## config.mk

```make
export PLATFORM = sky130hd
export DESIGN_NAME = hann_overlap_framer
export DESIGN_NICKNAME = d
export VERILOG_FILES = /design/src/rtl/hann_overlap_framer.sv
export SDC_FILE = /design/constraint.sdc
export NUM_CORES = 2
export LEC_CHECK = 0
export CORE_MARGIN = 8
export CORE_UTILIZATION = 50
export CTS_CLUSTER_SIZE = 24
export DETAILED_ROUTE_END_ITERATION = 16
export HOLD_SLACK_MARGIN = 0.05
export PLACE_DENSITY = 0.65
export SETUP_SLACK_MARGIN = 0.05
export SYNTH_ARGS = -nofsm -noshare
export SYNTH_HDL_FRONTEND = slang
export SYNTH_SLANG_ARGS = --single-unit
```

## constraint.sdc

```tcl
create_clock -name clk -period 10.96 [get_ports clk]
set_input_delay 2.192 -clock clk [delete_from_list [all_inputs] [get_ports clk]]
set_output_delay 2.192 -clock clk [all_outputs]
set_load 0.01 [all_outputs]
```

## src/rtl/hann_overlap_framer.sv

```systemverilog
// -----------------------------------------------------------------------------
// hann_overlap_framer
//
// Collects a continuous signed sample stream into overlapping frames of
// FRAME_LEN samples (advancing HOP samples per frame) and replays each frame
// oldest-first as an unbroken burst, either Hann-windowed or rectangular.
// Intended to feed an FFT/IFFT chain directly.
//
// Ports:
//   clk         in   clock
//   reset       in   asynchronous, active-low reset
//   in_valid    in   in_data carries a sample this cycle (no backpressure)
//   in_data     in   signed input sample, DATA_W bits
//   win_en      in   1 = Hann window, 0 = rectangular; sampled at frame trigger
//   out_valid   out  out_data is valid
//   out_data    out  signed windowed sample, DATA_W bits
//   out_sof     out  first sample of a frame (qualified by out_valid)
//   out_eof     out  last sample of a frame (qualified by out_valid)
//   overrun     out  sticky: a frame trigger arrived while a burst was active
//   dbg_state_o out  read-side FSM state (1 = EMIT), for checkers
//
// Handshake: the input is valid-only; every cycle with in_valid high is one
// accepted sample. The output is valid-only; out_valid high marks one output
// sample, with out_sof/out_eof meaningful only while out_valid is high.
// -----------------------------------------------------------------------------
module hann_overlap_framer #(
    parameter int DATA_W    = 32,
    parameter int FRAME_LEN = 32,
    parameter int HOP       = 16,
    parameter int COEF_W    = 16
) (
    input  logic              clk,
    input  logic              reset,
    input  logic              in_valid,
    input  logic [DATA_W-1:0] in_data,
    input  logic              win_en,
    output logic              out_valid,
    output logic [DATA_W-1:0] out_data,
    output logic              out_sof,
    output logic              out_eof,
    output logic              overrun,
    output logic              dbg_state_o
);

    localparam int  AW    = $clog2(2 * FRAME_LEN);
    localparam int  IW    = $clog2(FRAME_LEN);
    localparam int  FW    = $clog2(FRAME_LEN + 1);
    localparam int  HW    = $clog2(HOP + 1);
    localparam int  PW    = DATA_W + COEF_W + 1;
    localparam real PI    = 3.14159265358979323846;

    localparam logic signed [PW-1:0] RND = PW'(1) << (COEF_W - 2);

    typedef enum logic {
        ST_IDLE = 1'b0,
        ST_EMIT = 1'b1
    } state_t;

    // ------------------------------------------------------------------
    // Periodic Hann ROM, evaluated at elaboration.
    // ------------------------------------------------------------------
    logic [COEF_W-1:0] coef_rom [FRAME_LEN];

    for (genvar i = 0; i < FRAME_LEN; i++) begin : g_rom
        localparam real ANGLE = 2.0 * PI * i / FRAME_LEN;
        localparam real HANN  = 0.5 * (1.0 - $cos(ANGLE));
        localparam int  COEF  = $rtoi(HANN * (2.0 ** (COEF_W - 1)) + 0.5);
        assign coef_rom[i] = COEF_W'(COEF);
    end

    // ------------------------------------------------------------------
    // Sample storage. Depth 2*FRAME_LEN keeps a frame intact while it is
    // replayed, even with a new sample arriving every cycle.
    // ------------------------------------------------------------------
    logic [DATA_W-1:0] mem_q [2*FRAME_LEN];

    logic [AW-1:0]     wr_ptr_q, wr_ptr_d;
    logic [FW-1:0]     fill_q;
    logic [HW-1:0]     hop_q;
    logic              busy_q;
    logic              overrun_q;

    state_t            state_q;
    logic [IW-1:0]     idx_q;
    logic [AW-1:0]     start_q;
    logic              win_q;

    // Stage 1: buffer/ROM read.
    logic              s1_valid_q;
    logic [DATA_W-1:0] s1_data_q;
    logic [COEF_W-1:0] s1_coef_q;
    logic              s1_sof_q;
    logic              s1_last_q;
    logic              s1_win_q;

    // ------------------------------------------------------------------
    // Trigger detection
    // ------------------------------------------------------------------
    logic              primed;
    logic              first_hit;
    logic              hop_hit;
    logic              trig;
    logic              frame_done;
    logic              accept;
    logic [AW-1:0]     frame_start;
    logic [AW-1:0]     rd_addr;

    always_comb begin
        primed      = (fill_q == FW'(FRAME_LEN));
        first_hit   = in_valid && !primed && ((fill_q + FW'(1)) == FW'(FRAME_LEN));
        hop_hit     = in_valid && primed && ((hop_q + HW'(1)) == HW'(HOP));
        trig        = first_hit || hop_hit;
        // The burst's eof is being registered on this edge, so the burst
        // is over as far as a new trigger is concerned.
        frame_done  = s1_valid_q && s1_last_q;
        accept      = trig && (!busy_q || frame_done);
        wr_ptr_d    = in_valid ? (wr_ptr_q + AW'(1)) : wr_ptr_q;
        // (wr_ptr after this write) - FRAME_LEN, modulo 2*FRAME_LEN;
        // subtracting FRAME_LEN equals adding it in this ring.
        frame_start = wr_ptr_q + AW'(FRAME_LEN + 1);
        rd_addr     = start_q + AW'(idx_q);
    end

    always_ff @(posedge clk) begin
        if (in_valid) begin
            mem_q[wr_ptr_q] <= in_data;
        end
    end

    // ------------------------------------------------------------------
    // Fill / hop counters, busy and sticky overrun
    // ------------------------------------------------------------------
    always_ff @(posedge clk or negedge reset) begin
        if (!reset) begin
            wr_ptr_q  <= '0;
            fill_q    <= '0;
            hop_q     <= '0;
            busy_q    <= 1'b0;
            overrun_q <= 1'b0;
        end else begin
            wr_ptr_q <= wr_ptr_d;
            if (in_valid) begin
                if (!primed) begin
                    fill_q <= fill_q + FW'(1);
                end else if (hop_hit) begin
                    hop_q <= '0;
                end else begin
                    hop_q <= hop_q + HW'(1);
                end
            end
            if (accept) begin
                busy_q <= 1'b1;
            end else if (frame_done) begin
                busy_q <= 1'b0;
            end
            if (trig && !accept) begin
                overrun_q <= 1'b1;
            end
        end
    end

    // ------------------------------------------------------------------
    // Read-side FSM: walks n = 0..FRAME_LEN-1 one per cycle and loads the
    // stage-1 registers.
    // ------------------------------------------------------------------
    always_ff @(posedge clk or negedge reset) begin
        if (!reset) begin
            state_q    <= ST_IDLE;
            idx_q      <= '0;
            start_q    <= '0;
            win_q      <= 1'b0;
            s1_valid_q <= 1'b0;
            s1_data_q  <= '0;
            s1_coef_q  <= '0;
            s1_sof_q   <= 1'b0;
            s1_last_q  <= 1'b0;
            s1_win_q   <= 1'b0;
        end else begin
            s1_valid_q <= (state_q == ST_EMIT);
            s1_data_q  <= mem_q[rd_addr];
            s1_coef_q  <= coef_rom[idx_q];
            s1_sof_q   <= (state_q == ST_EMIT) && (idx_q == '0);
            s1_last_q  <= (state_q == ST_EMIT) && (idx_q == IW'(FRAME_LEN - 1));
            s1_win_q   <= win_q;
            case (state_q)
                ST_IDLE: begin
                    if (accept) begin
                        state_q <= ST_EMIT;
                        idx_q   <= '0;
                        start_q <= frame_start;
                        win_q   <= win_en;
                    end
                end
                ST_EMIT: begin
                    idx_q <= idx_q + IW'(1);
                    if (idx_q == IW'(FRAME_LEN - 1)) begin
                        state_q <= ST_IDLE;
                    end
                end
                default: state_q <= ST_IDLE;
            endcase
        end
    end

    // ------------------------------------------------------------------
    // Stage 2: windowing multiply with round-half-up, then output register.
    // The coefficient is zero-extended so the multiply is signed x unsigned.
    // ------------------------------------------------------------------
    logic signed [PW-1:0] prod;
    logic signed [PW-1:0] prod_rnd;
    logic signed [PW-1:0] prod_sh;
    logic [DATA_W-1:0]    win_val;

    always_comb begin
        prod     = PW'($signed(s1_data_q)) * PW'($signed({1'b0, s1_coef_q}));
        prod_rnd = prod + RND;
        prod_sh  = prod_rnd >>> (COEF_W - 1);
        win_val  = DATA_W'(prod_sh);
    end

    always_ff @(posedge clk or negedge reset) begin
        if (!reset) begin
            out_valid <= 1'b0;
            out_data  <= '0;
            out_sof   <= 1'b0;
            out_eof   <= 1'b0;
        end else begin
            out_valid <= s1_valid_q;
            out_data  <= s1_valid_q ? (s1_win_q ? win_val : s1_data_q) : '0;
            out_sof   <= s1_valid_q && s1_sof_q;
            out_eof   <= s1_valid_q && s1_last_q;
        end
    end

    assign overrun     = overrun_q;
    assign dbg_state_o = (state_q == ST_EMIT);

endmodule

```

Yosys cells after proc, flatten, opt, wreduce, memory -nomap -nowiden
Memory sizes are Yosys's and may differ from the RTL's. A register that Yosys moved wholly into a read port is not among the register bits.
Index checks and enable logic that the tools add are counted.
{ "op_classes": {"addsub": 7, "mul": 1, "eq_ne": 5, "mux": 12, "bitwise": 3, "reduce_logical": 22} }
{ "op_table": {"columns": ["cell", "count"], "rows": [
  ["$mux 32", 2],
  ["$add 47x16->47 const B", 1],
  ["$mul 32x17->47", 1],
  ["$add 6x1->6 const B", 2],
  ["$eq 6x6->1 const B", 2],
  ["$add 5x1->5 const B", 2],
  ["$eq 5x5->1 const B", 2],
  ["$logic_and 1x1->1", 10],
  ["$mux 5", 2],
  ["$pmux 5 s2", 1],
  ["$add 6x5->6", 1],
  ["$add 6x6->6 const B", 1],
  ["$mux 1", 6],
  ["$not 5->6", 1],
  ["$reduce_and 2->1", 3],
  ["$logic_not 1->1", 5],
  ["$logic_not 5->1", 1],
  ["$logic_or 1x1->1", 2],
  ["$ne 2x2->1 const B", 1],
  ["$not 1->1", 2],
  ["$pmux 1 s2", 1],
  ["$reduce_bool 2->1", 1]
]} }
{ "word_totals": {"ff_bits": 71, "mem_bits_rw": 2048, "rom_bits": 512, "input_bits": 36, "memories": 2} }
{ "memory_table": {"columns": ["memory", "depth", "word_bits", "read_ports", "rd_ports_with_merged_regs", "write_ports", "line", "rtl"], "rows": [
  ["mem_q", 64, 32, 1, 1, 1, "75", "logic [DATA_W-1:0] mem_q [2*FRAME_LEN];"],
  ["(no name shown)", 32, 16, 1, 1, 0, "181", "s1_coef_q <= coef_rom[idx_q];"]
]} }

Longest topological paths before layout
{ "logic_depth": {"ltp_word": 8, "depth_mapped": 25, "depth_no_buf": 24} }

Worst setup path after synthesis
Ideal clock, no wire load.
{ "synth_timing": {"path_type": "register to register", "start": "reg s1_coef_q[2]", "end": "reg out_data[31]", "arrival_time_ps": 6134, "t_required_ps": 10840, "path_slack_ps": 4706, "stages_incl_launch_ff": 24, "path_buffers": 1, "cell_sequence": "dfrtp_1 > clkbuf_1 > and2_1 > fa_1 > inv_1 > fa_1 > fa_1 > inv_1 > fa_1 > fa_1 > inv_1 > fa_1 > inv_1 > ha_1 > a21oi_1 > o21ai_1 > nor2b_1 > or4b_1 > a21o_1 > a31oi_4 > o21bai_2 > o41a_4 > mux2i_1 > and3_1"} }
{ "synth_via": {"elab_chain_len": 4} }
{ "synth_rtl": {"columns": ["element", "line", "rtl"], "rows": [
  ["from (decl)", "91", "logic [COEF_W-1:0] s1_coef_q;"],
  ["$mul 32x17->47", "215", "prod = PW'($signed(s1_data_q)) * PW'($signed({1'b0, s1_coef_q}));"],
  ["$add 47x16->47", "216", "prod_rnd = prod + RND;"],
  ["$mux 32 (2 in a row)", "229", "out_data <= s1_valid_q ? (s1_win_q ? win_val : s1_data_q) : '0;"],
  ["to (signal assigned)", "229", null],
  ["to (decl)", "38", "output logic [DATA_W-1:0] out_data,"]
]} }
No other way between the ends.
A chain may end at the register's enable or synchronous reset.

Final worst setup path
{ "layout_timing": {"start": "reg s1_coef_q[10]", "end": "reg out_data[19]"} }
The elaborated chain is that of the path after synthesis.

==> out/results.ini <==
[outcome]
status = complete, no violations

[finish]
final_nets = 6354
final_cell_mix = 2048 x edfxtp_1, 646 x inv_1, 644 x mux4_2
area.growth.synth_to_final_pct = 11.2
drive_gt1_share_pct = 20.2
final_common_cell = edfxtp_1

[grt]
track_usage_pct = 22.5
gr-total-overflow = 0
grt_pass1_vias = 53200
grt_pass1_wl_um = 359000
antenna_found_initial = 5
grt_max_degree = 115

[logic_synthesis]
synth_ff_type = edfxtp_1
synth.avg_cell_area_um2 = 18.2
synthArstFlopShare_pct = 5.49
ys_ff_latch = 2167
synth-seq-area-share_pct = 63.8
ys_types = 60
synth.cell_area_um2 = 101000
yosys_warnings = 0
synth_nets = 6230
synth_area_leaders = edfxtp_1 61%, mux4_2 14%, fa_1 9.5%
synthCells = 5559
netlist.area_leader.share_pct = 60.9
synth-edff-count = 2048
synth_top_area_cell = edfxtp_1

[critical_path]
cp-end-kind = flip-flop
regToRegEndpoint = out_data[19]
crit_path_end = out_data[19]
crit_fanout = 32
crit_arrival_ps = 7980
r2r_setup_slack_ps = 3710
crit_type = reg2reg
worst-endpoint-required_ps = 11690
crit_start = s1_coef_q[10]
start_kind = flip-flop
r2r_start = s1_coef_q[10]
ff2ff_path_depth = 20

[sta]
slew_violations = 0
hold_viol_final = 0
setup-violations-final = 0
fin_hold_ws_ps = 379
tightestPinTransition_ps = 1410
period_minus_slack_ps = 7250
slew-limit-headroom_pct = 6.11
skew_ps = 76.2
tns_ps = 0
period_share_pct = 66.1
grt_setup_unrepaired = false
clock.fmax_mhz = 138

[floorplanning]
coreArea_um2 = 201000
fp.dieH_um = 466
initial_core_util_pct = 50.1
die_x_um = 466
num_io_pins = 73
std_cell_rows = 165
die-area_um2 = 217000

[hold_path]
holdCritPathClass = reg2reg
hp-start = win_q
hold_path_depth = 0

[cts]
hold_buffers = 0
path_clk_slew_ps = 60
post_cts_buffers = 0
htreeDepth = 4
cts_max_path_buffers = 3
cts_sinks = 2167
cts_made_buffers = 216
cts_resized = 0
clk_latency_ps = 870
cts_tree = built
cts_root_buf = clkbuf_16

[detailed_routing]
drt_iter0_markers = 4918
detail_route.wl_per_cell_um = 28.4
post_drt_via_cell_ratio = 5.90
num_vias = 50400
drc = 0
drt-total-wl_um = 242000
ant_nets = 0
drt_pass1_iterations = 5

[pwr]
peakVddDrop_mv = 0.187
power_leakage_nw = 39.6
cellPowerDensity_nw_per_um2 = 176

[flow_run]
max_cap_violations = 0

[place]
place_hpwl_um = 139000
globalplace.congestion = 0.810
port_buffers = 72

## report_power, final
group	total, W	switching [W]	internal [W]	leakage [nW]
Sequential	0.00950	0.000139	0.00937	19.9
Clock	0.00727	0.00316	0.00411	3.41
Combinational	0.00304	0.00190	0.00114	16.3
## area by class of cell
class,instances,area (µm²)
antenna,4,10.0
timing repair buffer,184,1530
tap,2672,3340
sequential,2167,64500
multi-input combinational,2467,33500
inverter,647,2430
clock buffer,260,5640
clock inverter,142,1370
fill,15400,89100
## how the worst min path moves through the flow
stage,end,slack (ps)
3_5_place_dp,s1_win_q,370
2_1_floorplan,s1_win_q,350
4_1_cts,s1_win_q,380
5_1_grt,s1_win_q,400
3_3_place_gp,s1_win_q,370
6_report,s1_win_q,380
## layer usage
metal	track usage [%]	part of all wire, %
met5	0	0
met4	5.00	2.0
met3	3.74	6.9
met2	37.9	50
met1	31.1	41
## worst max-delay path, stage by stage, from the launching register on
cell	delay, ps
dfrtp_1	1270
nand2_1	170
fa_1	560
inv_1	60
fa_1	490
fa_1	590
fa_1	440
fa_1	500
inv_1	50
fa_1	470
inv_1	40
ha_1	370
nand3_1	140
or4_1	510
a2111o_1	420
nand2_2	180
a41oi_1	290
nor2b_1	220
nor2_1	70
xor2_1	140
o21ai_0	200
## cells in the mapped netlist, types with 43 or more instances
cell	number
xnor2_1	45
a211oi_1	43
nand2_1	234
ha_1	158
inv_1	646
and2_1	349
fa_1	477
edfxtp_1	2048
dfrtp_1	119
mux2i_1	56
nor2b_1	60
nor2_1	97
a21oi_1	85
mux4_2	644
clkbuf_1	200
## cells by family after synthesis
logic type / count (synthesis) / synth area share, %
xor gates and xnor gates: 66 / 0.572
buffers and inverters: 925 / 3.49
DFF: 2167 / 63.8
and+or+nand+nor: 827 / 4.29
muxes: 704 / 15.0
adders and majority gates: 635 / 11.4
AOI/OAI and AO/OA: 235 / 1.47
## registers in the layout, indices dropped and copies added (netlist names), 5 cells and up
name       count
idx_q          5
hop_q          5
out_data      32
start_q        6
fill_q         6
mem_q       2048
s1_coef_q     16
wr_ptr_q       6
s1_data_q     32
## stage by stage
step	area, µm²	power (W)	worst slack [ps]	cells	util (%)
after floorplan	101000	0.0117	4710	5559	-
after global placement	105000	0.0127	3860	8137	52.3
after detailed placement	105000	0.0127	3730	8137	52.3
after CTS	112000	0.0200	3760	8539	55.8
after global routing	112000	0.0206	3360	8539	55.8
final	112000	0.0198	3710	8543	55.8
No activity file was read; power rests on OpenSTA's default activity.
